$ cat src/rtl/mio_bus_responder_if.sv
// CPU data-bus handshake between the pipeline's memory stage and the MIO responder.
interface mio_bus_responder_if;
  logic        req;
  logic        we;
  logic [31:0] addr;
  logic [31:0] wdata;
  logic [2:0]  dm_ctrl;
  logic [31:0] rdata;
  logic        ready;
  logic        err;

  modport master (output req, we, addr, wdata, dm_ctrl, input rdata, ready, err);
  modport slave  (input req, we, addr, wdata, dm_ctrl, output rdata, ready, err);
endinterface

$ cat src/rtl/mio_bus_responder.sv
// Data-bus responder: word RAM with read-modify-write for sub-word stores,
// plus a LED / switch / cycle-counter register window above IO_BASE.
module mio_bus_responder #(
  parameter int unsigned RAM_AW  = 10,
  parameter logic [31:0] IO_BASE = 32'hFFFF_0000,
  parameter int unsigned LED_W   = 16,
  parameter int unsigned SW_W    = 16
) (
  input  logic                  clk_i,
  input  logic                  rst_ni,
  mio_bus_responder_if.slave    bus,
  output logic [RAM_AW-1:0]     ram_addr_o,
  output logic                  ram_we_o,
  output logic [31:0]           ram_wdata_o,
  input  logic [31:0]           ram_rdata_i,
  input  logic [SW_W-1:0]       sw_in_i,
  output logic [LED_W-1:0]      led_out_o
);

  typedef enum logic [2:0] {S_IDLE, S_ISSUE, S_WAIT, S_WRITE, S_RESP} state_t;

  state_t              state_q;
  logic                we_q;
  logic [31:0]         addr_q;
  logic [31:0]         wdata_q;
  logic [2:0]          ctrl_q;
  logic [31:0]         rdata_q;
  logic                ready_q;
  logic                err_q;
  logic                err_pend_q;
  logic [RAM_AW-1:0]   ram_addr_q;
  logic                ram_we_q;
  logic [31:0]         ram_wdata_q;
  logic [LED_W-1:0]    led_q;
  logic [31:0]         cnt_q;
  logic [SW_W-1:0]     sw_meta_q;
  logic [SW_W-1:0]     sw_sync_q;

  logic                is_word;
  logic                is_half;
  logic                is_io;
  logic                acc_err;
  logic [29:0]         io_word;
  logic [31:0]         io_rdata;
  logic [7:0]          byte_lane;
  logic [15:0]         half_lane;
  logic [31:0]         load_data;
  logic [31:0]         merged;

  always_comb begin
    is_word = (ctrl_q == 3'd0);
    is_half = (ctrl_q == 3'd1) || (ctrl_q == 3'd2);
    is_io   = (addr_q >= IO_BASE);
    acc_err = (ctrl_q > 3'd4)
           || (is_word && (addr_q[1:0] != 2'b00))
           || (is_half && addr_q[0])
           || (is_io && !is_word);
    io_word = addr_q[31:2] - IO_BASE[31:2];

    case (io_word)
      30'd0:   io_rdata = 32'(led_q);
      30'd1:   io_rdata = 32'(sw_sync_q);
      30'd2:   io_rdata = cnt_q;
      default: io_rdata = '0;
    endcase

    half_lane = addr_q[1] ? ram_rdata_i[31:16] : ram_rdata_i[15:0];
    byte_lane = ram_rdata_i[{addr_q[1:0], 3'b000} +: 8];
    case (ctrl_q)
      3'd0:    load_data = ram_rdata_i;
      3'd1:    load_data = {{16{half_lane[15]}}, half_lane};
      3'd2:    load_data = {16'h0000, half_lane};
      3'd3:    load_data = {{24{byte_lane[7]}}, byte_lane};
      3'd4:    load_data = {24'h000000, byte_lane};
      default: load_data = '0;
    endcase

    // Read-modify-write: only the addressed lane is replaced.
    merged = ram_rdata_i;
    if (is_half) merged[{addr_q[1], 4'b0000} +: 16] = wdata_q[15:0];
    else         merged[{addr_q[1:0], 3'b000} +: 8] = wdata_q[7:0];
  end

  always_ff @(posedge clk_i or negedge rst_ni) begin
    if (!rst_ni) begin
      state_q     <= S_IDLE;
      we_q        <= 1'b0;
      addr_q      <= '0;
      wdata_q     <= '0;
      ctrl_q      <= '0;
      rdata_q     <= '0;
      ready_q     <= 1'b0;
      err_q       <= 1'b0;
      err_pend_q  <= 1'b0;
      ram_addr_q  <= '0;
      ram_we_q    <= 1'b0;
      ram_wdata_q <= '0;
      led_q       <= '0;
      cnt_q       <= '0;
      sw_meta_q   <= '0;
      sw_sync_q   <= '0;
    end else begin
      sw_meta_q <= sw_in_i;
      sw_sync_q <= sw_meta_q;
      cnt_q     <= cnt_q + 32'd1;
      ready_q   <= 1'b0;
      err_q     <= 1'b0;
      ram_we_q  <= 1'b0;

      case (state_q)
        S_IDLE: begin
          if (bus.req) begin
            we_q       <= bus.we;
            addr_q     <= bus.addr;
            wdata_q    <= bus.wdata;
            ctrl_q     <= bus.dm_ctrl;
            ram_addr_q <= bus.addr[RAM_AW+1:2];
            err_pend_q <= 1'b0;
            state_q    <= S_ISSUE;
          end
        end
        S_ISSUE: begin
          if (acc_err) begin
            rdata_q    <= '0;
            err_pend_q <= 1'b1;
            state_q    <= S_RESP;
          end else if (is_io) begin
            // A CNT write is placed after the increment so the clear wins.
            if (we_q) begin
              case (io_word)
                30'd0:   led_q <= wdata_q[LED_W-1:0];
                30'd2:   cnt_q <= '0;
                default: ;
              endcase
            end else begin
              rdata_q <= io_rdata;
            end
            state_q <= S_RESP;
          end else if (we_q && is_word) begin
            ram_we_q    <= 1'b1;
            ram_wdata_q <= wdata_q;
            state_q     <= S_RESP;
          end else begin
            state_q <= S_WAIT;
          end
        end
        S_WAIT: begin
          if (we_q) begin
            ram_wdata_q <= merged;
            state_q     <= S_WRITE;
          end else begin
            rdata_q <= load_data;
            state_q <= S_RESP;
          end
        end
        S_WRITE: begin
          ram_we_q <= 1'b1;
          state_q  <= S_RESP;
        end
        S_RESP: begin
          ready_q <= 1'b1;
          err_q   <= err_pend_q;
          state_q <= S_IDLE;
        end
        default: state_q <= S_IDLE;
      endcase
    end
  end

  assign bus.rdata   = rdata_q;
  assign bus.ready   = ready_q;
  assign bus.err     = err_q;
  assign ram_addr_o  = ram_addr_q;
  assign ram_we_o    = ram_we_q;
  assign ram_wdata_o = ram_wdata_q;
  assign led_out_o   = led_q;

endmodule

$ cat src/flat_wrapper.sv
// flat-port wrapper written by rule: the top's interface ports become plain ports
module mio_bus_responder_flat 
#(
  parameter int unsigned RAM_AW  = 10,
  parameter logic [31:0] IO_BASE = 32'hFFFF_0000,
  parameter int unsigned LED_W   = 16,
  parameter int unsigned SW_W    = 16
)
  (clk_i, rst_ni, ram_addr_o, ram_we_o, ram_wdata_o, ram_rdata_i, sw_in_i, led_out_o, bus_req, bus_we, bus_addr, bus_wdata, bus_dm_ctrl, bus_rdata, bus_ready, bus_err);
  mio_bus_responder_if bus_i ();
  input  logic clk_i;
  input  logic rst_ni;
  output logic [RAM_AW-1:0] ram_addr_o;
  output logic ram_we_o;
  output logic [31:0] ram_wdata_o;
  input  logic [31:0] ram_rdata_i;
  input  logic [SW_W-1:0] sw_in_i;
  output logic [LED_W-1:0] led_out_o;
  input wire logic [$bits(bus_i.req)-1:0] bus_req;
  input wire logic [$bits(bus_i.we)-1:0] bus_we;
  input wire logic [$bits(bus_i.addr)-1:0] bus_addr;
  input wire logic [$bits(bus_i.wdata)-1:0] bus_wdata;
  input wire logic [$bits(bus_i.dm_ctrl)-1:0] bus_dm_ctrl;
  output wire logic [$bits(bus_i.rdata)-1:0] bus_rdata;
  output wire logic [$bits(bus_i.ready)-1:0] bus_ready;
  output wire logic [$bits(bus_i.err)-1:0] bus_err;
  assign bus_i.req = bus_req;
  assign bus_i.we = bus_we;
  assign bus_i.addr = bus_addr;
  assign bus_i.wdata = bus_wdata;
  assign bus_i.dm_ctrl = bus_dm_ctrl;
  assign bus_rdata = bus_i.rdata;
  assign bus_ready = bus_i.ready;
  assign bus_err = bus_i.err;
  mio_bus_responder #(.RAM_AW(RAM_AW), .IO_BASE(IO_BASE), .LED_W(LED_W), .SW_W(SW_W)) u_core (.clk_i(clk_i), .rst_ni(rst_ni), .bus(bus_i), .ram_addr_o(ram_addr_o), .ram_we_o(ram_we_o), .ram_wdata_o(ram_wdata_o), .ram_rdata_i(ram_rdata_i), .sw_in_i(sw_in_i), .led_out_o(led_out_o));
endmodule
$ cat config.mk
export PLATFORM = sky130hd
export DESIGN_NAME = mio_bus_responder_flat
export DESIGN_NICKNAME = d
export VERILOG_FILES = /design/src/rtl/mio_bus_responder_if.sv /design/src/rtl/mio_bus_responder.sv /design/src/flat_wrapper.sv
export SDC_FILE = /design/constraint.sdc
export NUM_CORES = 1
export LEC_CHECK = 0
export ABC_AREA = 0
export CAP_MARGIN = 25
export CORE_ASPECT_RATIO = 1.75
export CORE_UTILIZATION = 45
export DETAILED_ROUTE_END_ITERATION = 10
export DONT_BUFFER_PORTS = 1
export REMOVE_ABC_BUFFERS = 1
export SYNTH_ARGS = -nofsm -noshare
export SYNTH_HDL_FRONTEND = slang
export SYNTH_SLANG_ARGS = --single-unit
$ cat constraint.sdc
create_clock -name clk_i -period 3.36 [get_ports clk_i]
set_input_delay 0.168 -clock clk_i [delete_from_list [all_inputs] [get_ports clk_i]]
set_output_delay 0.168 -clock clk_i [all_outputs]
set_load 0.01 [all_outputs]
==> results.cfg, run 1 <==
[synthesis]
syn_area_um2 = 10500
yosys_warnings = 0
synthTopCellsByArea = dfrtp_1, mux2_2, nand2_1
ys_seq_area_share_pct = 52.0
yosys_most_used_dff = dfrtp_1
avgSynthCellArea_um2 = 11.2
synth_edf_count = 0
ys_async_sr_fraction_pct = 100
synth_cells = 938
synth_largest_area_cell = dfrtp_1
ys_types = 70
synth_most_common_cell = dfrtp_1
synth_top_area_share_pct = 52.0
ys_ff_latch = 219
yosys-top-cells-count = dfrtp_1, mux2_2, nand2_1

[clock_network]
cts_resized = 0
insertion_delay_ns = 0.53
h-tree-depth = 1
clock-sinks = 219
cts_buffers = 22
clk_path_buf_depth = 3
postCtsSetupBuffers = 0
hold_buffers = 114
cts.clk_slew.worst_paths_ns = 0.06
cts_tree = built
cts_root_buf = clkbuf_16

[sta]
relSlewSlack_pct = 43.4
finalSetupViolCount = 0
worstMarginPinSlew_ns = 0.850
fin_crit_sh_pct = 83.9
hold_violations = 219
whs_ns = -0.645
final.setup.worst_slack_ns = 0.540
rsz0062_at_grt = no
period_minus_slack_ns = 2.82
maxSlewViolCount = 0
skew_ns = 0.0148
max_freq_mhz = 355

[worst_setup_path]
criticalPathCategory = flip-flop to flip-flop
reg2reg_from = u_core.ctrl_q[1]
path_depth = 7
crit_arrival_ns = 3.22
rr_worst_depth = 7
slowest_stage = dlygate4sd3_1
start_kind = flip-flop
crit_start = u_core.ctrl_q[1]
worst-r2r-setup-slack_ns = 0.54
end_kind = flip-flop
cp_cell_sequence = xnor2_1, nor3_1, or2_2, a222oi_1, dlygate4sd3_1, nor2_1, a221o_2
critPathMaxFanout = 16
max_stage_delay_ns = 0.60
crit_buf_inv = 1
critPathTopFamily = simple AND/OR/NAND/NOR gates
crit_required_ns = 3.76
r2r-end = u_core.bus.rdata[1]
endpoint = u_core.bus.rdata[1]

[final_layout]
final_area_um2 = 12500
nNetsFinal = 1149
drive_gt1_share_pct = 19.6
fillCellCount = 2021
syn2layout_area_growth_pct = 18.7

[floorplan]
ios = 212
core_area_um2 = 22800
rows = 73
die_height_um = 205
start_util_pct = 46.2
die_area_um2 = 24100
die_w_um = 118

[power_and_ir_drop]
vdd_drop_max_mv = 0.581
clkPwrFrac_pct = 23.4
p_sw_w = 0.00381
power_w = 0.0101
p_sw_share_pct = 37.6
combinationalPowerShare_pct = 32.1
p_leak_nw = 5.27
powerDensity_nw_per_um2 = 810
internal-power_w = 0.00633
power_frac_seq_pct = 44.5

[global_routing]
first_global_vias = 8308
grt_pass1_wl_um = 48600
gr-total-overflow = 0
track_usage_pct = 26.4
antenna_found_initial = 1
grt_max_degree = 220

[route]
routedWlPerCell_um = 23.5
drc = 0
vias_per_cell = 5.91
num_vias = 7918
drt_first_pass_iters = 5
ant_nets = 0
wl_um = 31400
drt_iter0_drc = 438

[flow_run]
drv_cap = 0

[placed_design]
port-buffer-count = 0
dp_hpwl_um = 21500
globalplace.congestion = 0.886
pre_cts_ws_ns = 0.622
place_area_um2 = 10700

[hold_path]
holdCritPathClass = input pin to asynchronous set/reset pin

[outcome]
violations = negative hold slack
status = complete, but fails checks
sequential cells by signal, summed over array words and instances (netlist names):
register / cells
u_core.bus.rdata: 32
u_core.cnt_q: 32
u_core.ram_wdata_o: 32
u_core.wdata_q: 32
u_core.addr_q: 23
u_core.led_out_o: 16
u_core.sw_meta_q: 16
u_core.sw_sync_q: 16
u_core.ram_addr_o: 9
u_core.ctrl_q: 3
u_core.state_q: 3
u_core.bus.err: 1
u_core.bus.ready: 1
u_core.err_pend_q: 1
u_core.ram_we_o: 1
u_core.we_q: 1
stage by stage:
| stage | utilization, % | setup TNS, ns | cells |
|---|---|---|---|
| 6_report | 54.8 | 0 | 1339 |
| 5_1_grt | 54.8 | 0 | 1339 |
| 4_1_cts | 54.8 | 0 | 1338 |
| 3_5_place_dp | 46.8 | 0 | 1186 |
| 3_3_place_gp | 46.8 | 0 | 1186 |
| 2_1_floorplan | - | -183.97 | 874 |
power groups by stage:
stage | clock, W | sequential (W) | combinational [W]
floorplan | 0 | 0.00418 | 0.00247
global placement | 0 | 0.00451 | 0.00304
detailed placement | 0 | 0.00453 | 0.00310
CTS | 0.00242 | 0.00448 | 0.00324
global route | 0.00252 | 0.00461 | 0.00356
finish | 0.00237 | 0.00451 | 0.00326
layer usage:
metal / up-vias / global-route usage, % / share of wire (%)
li1: 3585 / - / -
met1: 3946 / 29.1 / 37
met2: 299 / 46.6 / 51
met3: 86 / 6.79 / 7.3
met4: 2 / 13.8 / 5.0
met5: - / 0 / 0.035
logic make-up (layout without fill, tap and decap cells):
logic type / count (synthesis) / after routing / synth area share [%]
other: 0 / 1 / 0
muxes: 140 / 140 / 15.7
and+or+nand+nor: 289 / 289 / 13.5
DFF: 219 / 219 / 52.0
AOI/OAI and AO/OA: 181 / 181 / 11.9
xor gates and xnor gates: 32 / 32 / 2.66
adders and majority gates: 6 / 6 / 0.712
buffers and inverters: 71 / 171 / 3.56
worst register-to-register path, delay by kind of cell (launching register included):
kind	cells	cell delay [ns]
and+or+nand+nor	3	0.62
buffers and inverters	1	0.60
AOI/OAI and AO/OA	2	0.59
DFF	1	0.51
xor gates and xnor gates	1	0.38
worst min-delay path by stage:
stage                     slack (ns)                 end  depth (start not counted)
after global placement         -0.12  u_core.wdata_q[26]                          0
after detailed placement       -0.12  u_core.wdata_q[26]                          0
after global routing           -0.66  u_core.wdata_q[18]                          0
final                          -0.65  u_core.wdata_q[18]                          0
after CTS                      -0.66  u_core.wdata_q[26]                          0
after floorplan                -0.13    u_core.addr_q[0]                          0
cell usage in the layout, fill, tap and decap left out, types with 5 or more instances in the layout:
master,synthesis,final
dlygate4sd3_1,0,114
nor2_1,81,81
a22oi_1,8,8
buf_4,12,11
ha_1,6,6
a31oi_1,25,25
nand4_1,12,12
a222oi_1,8,8
a21oi_1,34,34
a221oi_1,16,16
xor2_1,17,17
dfrtp_1,219,219
clkbuf_16,0,23
xnor2_1,15,15
and3_1,5,5
a22o_1,9,9
mux4_2,9,9
nand2_1,102,102
o21ai_0,46,46
clkbuf_1,34,7
clkbuf_8,2,5
nand2b_1,5,5
nand3_1,20,20
nor3_1,11,9
inv_1,7,7
nor4_1,12,12
a221o_2,16,16
mux2i_1,17,17
nor2b_1,6,6
mux2_2,111,111
final cells by class:
cell class	count	area [um^2]	area share [%]
Clock inverter	3	17.5	0.140
Inverter	7	26.3	0.210
Sequential cell	219	5480	43.8
Timing Repair Buffer	126	1240	9.93
Tap cell	300	375	3.00
Multi-Input combinational cell	648	4700	37.6
Antenna cell	1	2.50	0.0200
Clock buffer	35	671	5.36
Power figures use the tool's default switching activity.
==> inputs of run 2 (changes only) <==
Settings changed: ABC_AREA 0 to 1.
Clock period 3.36 ns to 3 ns, I/O delays scaled along.
==> results.cfg, run 2 <==
[floorplan]
die_area_um2 = 26200
start_util_pct = 45.6
rows = 77
ios = 212
die_w_um = 123
core_area_um2 = 25100
die_height_um = 213

[placed_design]
dpl.cell_count = 1708
dp_hpwl_um = 26900
globalplace.congestion = 0.960
port-buffer-count = 0
pre_cts_ws_ns = 0.503

[global_routing]
first_global_vias = 10175
gr-total-overflow = 0
antenna_found_initial = 0
grt_pass1_wl_um = 56900
grt_max_degree = 220
track_usage_pct = 29.0

[hold_path]
holdCritPathClass = input pin to asynchronous set/reset pin

[worst_setup_path]
rr_worst_depth = 13
criticalPathCategory = flip-flop to flip-flop
crit_arrival_ns = 2.98
end_kind = flip-flop
crit_required_ns = 3.46
critPathMaxFanout = 45
start_kind = flip-flop

[clock_network]
insertion_delay_ns = 0.54
cts_root_buf = clkbuf_16
clk_path_buf_depth = 3
h-tree-depth = 1
cts_resized = 0
cts_buffers = 23
cts.clk_slew.worst_paths_ns = 0.07
hold_buffers = 93
clock-sinks = 219
cts_tree = built

[synthesis]
ys_types = 46
ys_ff_latch = 219
avgSynthCellArea_um2 = 7.96
synth_most_common_cell = nand2_1
yosys-top-cells-count = nand2_1, dfrtp_1, inv_1
synth_largest_area_cell = dfrtp_1
syn_area_um2 = 11500
ys_async_sr_fraction_pct = 100
yosys_most_used_dff = dfrtp_1
synth_cells = 1441
synth_top_area_share_pct = 47.8
ys_seq_area_share_pct = 47.8
synthTopCellsByArea = dfrtp_1, nand2_1, inv_1
yosys_warnings = 0
synth_edf_count = 0

[sta]
rsz0062_at_grt = no
worstMarginPinSlew_ns = 0.655
fin_crit_sh_pct = 84.0
hold_violations = 219
setup_tns_ns = 0
finalSetupViolCount = 0
max_freq_mhz = 397
final.setup.worst_slack_ns = 0.481
maxSlewViolCount = 0
period_minus_slack_ns = 2.52
relSlewSlack_pct = 55.8
skew_ns = 0.0231
whs_ns = -0.687

[route]
wl_um = 37000
num_vias = 10138
vias_per_cell = 5.50
drt_iter0_drc = 753
drt_first_pass_iters = 5
ant_nets = 0
routedWlPerCell_um = 20.1
drc = 0

[final_layout]
fillCellCount = 2402
multiInputGateArea_um2 = 4900
final-instance-count-excl-fill = 1842
final_common_cell = nand2_1
nNetsFinal = 1635
n_antenna_cell = 0
regArea_um2 = 5480
layout_common_cells = nand2_1, dfrtp_1, inv_1
syn2layout_area_growth_pct = 16.6
drive_gt1_share_pct = 7.54

[power_and_ir_drop]
vdd_drop_max_mv = 0.696
p_leak_nw = 6.46
internal-power_w = 0.00715
power_frac_seq_pct = 37.2
powerDensity_nw_per_um2 = 961
clkPwrFrac_pct = 22.4
p_sw_w = 0.00570
p_sw_share_pct = 44.3
combinationalPowerShare_pct = 40.4

[outcome]
status = complete, but fails checks
violations = negative hold slack

[flow_run]
drv_cap = 0
==> run 2: cell count changes in the layout (fill, tap and decap cells not counted), moves of 17 or more <==
cell / delta
nand4_1: +51
a31oi_1: -17
nand3_1: +42
mux2_2: -103
buf_4: +19
dlygate4sd3_1: -21
o22ai_1: +28
a21oi_1: +20
mux2i_1: -17
nand2_1: +288
o21ai_0: +48
o221ai_1: +17
inv_1: +169
==> run 2: worst paths after layout <==
check	from	endpoint	slack [ns]
worst max-delay path	u_core.addr_q[17]	u_core.bus.rdata[0]	0.48
worst min-delay path	rst_ni	u_core.cnt_q[5]	-0.69
worst max register to register	u_core.addr_q[17]	u_core.bus.rdata[0]	0.48
worst min register to register	u_core.sw_meta_q[12]	u_core.sw_sync_q[12]	0.35
max in group asynchronous	rst_ni	u_core.ctrl_q[1]	3.39
min in group clk_i	ram_rdata_i[23]	u_core.ram_wdata_o[23]	0.01
==> run 2: metal layers <==
| metal | track usage [%] | vias up | wire, um |
|---|---|---|---|
| met4 | 16.7 | 0 | 2090 |
| li1 | - | 4854 | - |
| met1 | 32.1 | 4840 | 13400 |
| met3 | 5.42 | 98 | 2360 |
| met5 | 0 | - | 0 |
| met2 | 51.3 | 346 | 19200 |
==> run 2: final cells by class <==
class	count	share of cell area, %
sequential	219	41.0
multi-input combinational	960	36.6
timing repair buffer	124	8.79
inverter	182	5.11
clock buffer	28	4.52
tap	316	2.96
clock inverter	13	1.07
==> run 2: repair_timing <==
item,4_1_cts,5_1_grt
endpoints found under the hold margin,312,219
setup buffers,0,0
setup endpoints to repair,0,0
==> run 2: power by group through the flow <==
| stage | sequential [W] | combinational [W] | clock [W] |
|---|---|---|---|
| floorplan | 0.00460 | 0.00340 | 0 |
| global placement | 0.00480 | 0.00498 | 0 |
| detailed placement | 0.00482 | 0.00503 | 0 |
| CTS | 0.00478 | 0.00516 | 0.00294 |
| global route | 0.00488 | 0.00578 | 0.00306 |
| finish | 0.00478 | 0.00519 | 0.00288 |
==> run 2: kinds of logic (layout without fill, tap and decap cells) <==
| logic type | after synthesis | after routing | share of synthesized area [%] |
|---|---|---|---|
| compound gates | 262 | 262 | 13.5 |
| xor+xnor | 30 | 30 | 2.29 |
| fa+ha+maj | 6 | 6 | 0.655 |
| buf+inv | 262 | 347 | 9.67 |
| flops | 219 | 219 | 47.8 |
| mux | 10 | 10 | 0.982 |
| simple gates | 652 | 652 | 25.1 |
==> run 2: per-stage QoR <==
step                      utilization (%)  total power (W)  instance area [um^2]
after floorplan                         -          0.00800                 11000
after global routing                 53.2           0.0137                 13400
after global placement               46.5          0.00977                 11700
after CTS                            53.2           0.0129                 13400
after detailed placement             46.5          0.00985                 11700
final                                53.2           0.0129                 13400
==> run 2: worst max-delay path, stage by stage, from the launching register on <==
cell	delay (ns)
dfrtp_1	0.38
nand2_2	0.14
nor2_2	0.21
nand2_1	0.13
nor2_1	0.15
nand3_1	0.08
nand2_1	0.07
nand2_1	0.07
nor2_4	0.23
buf_4	0.41
nand4_1	0.19
nand3_1	0.14
nand2_1	0.08
a21oi_1	0.15
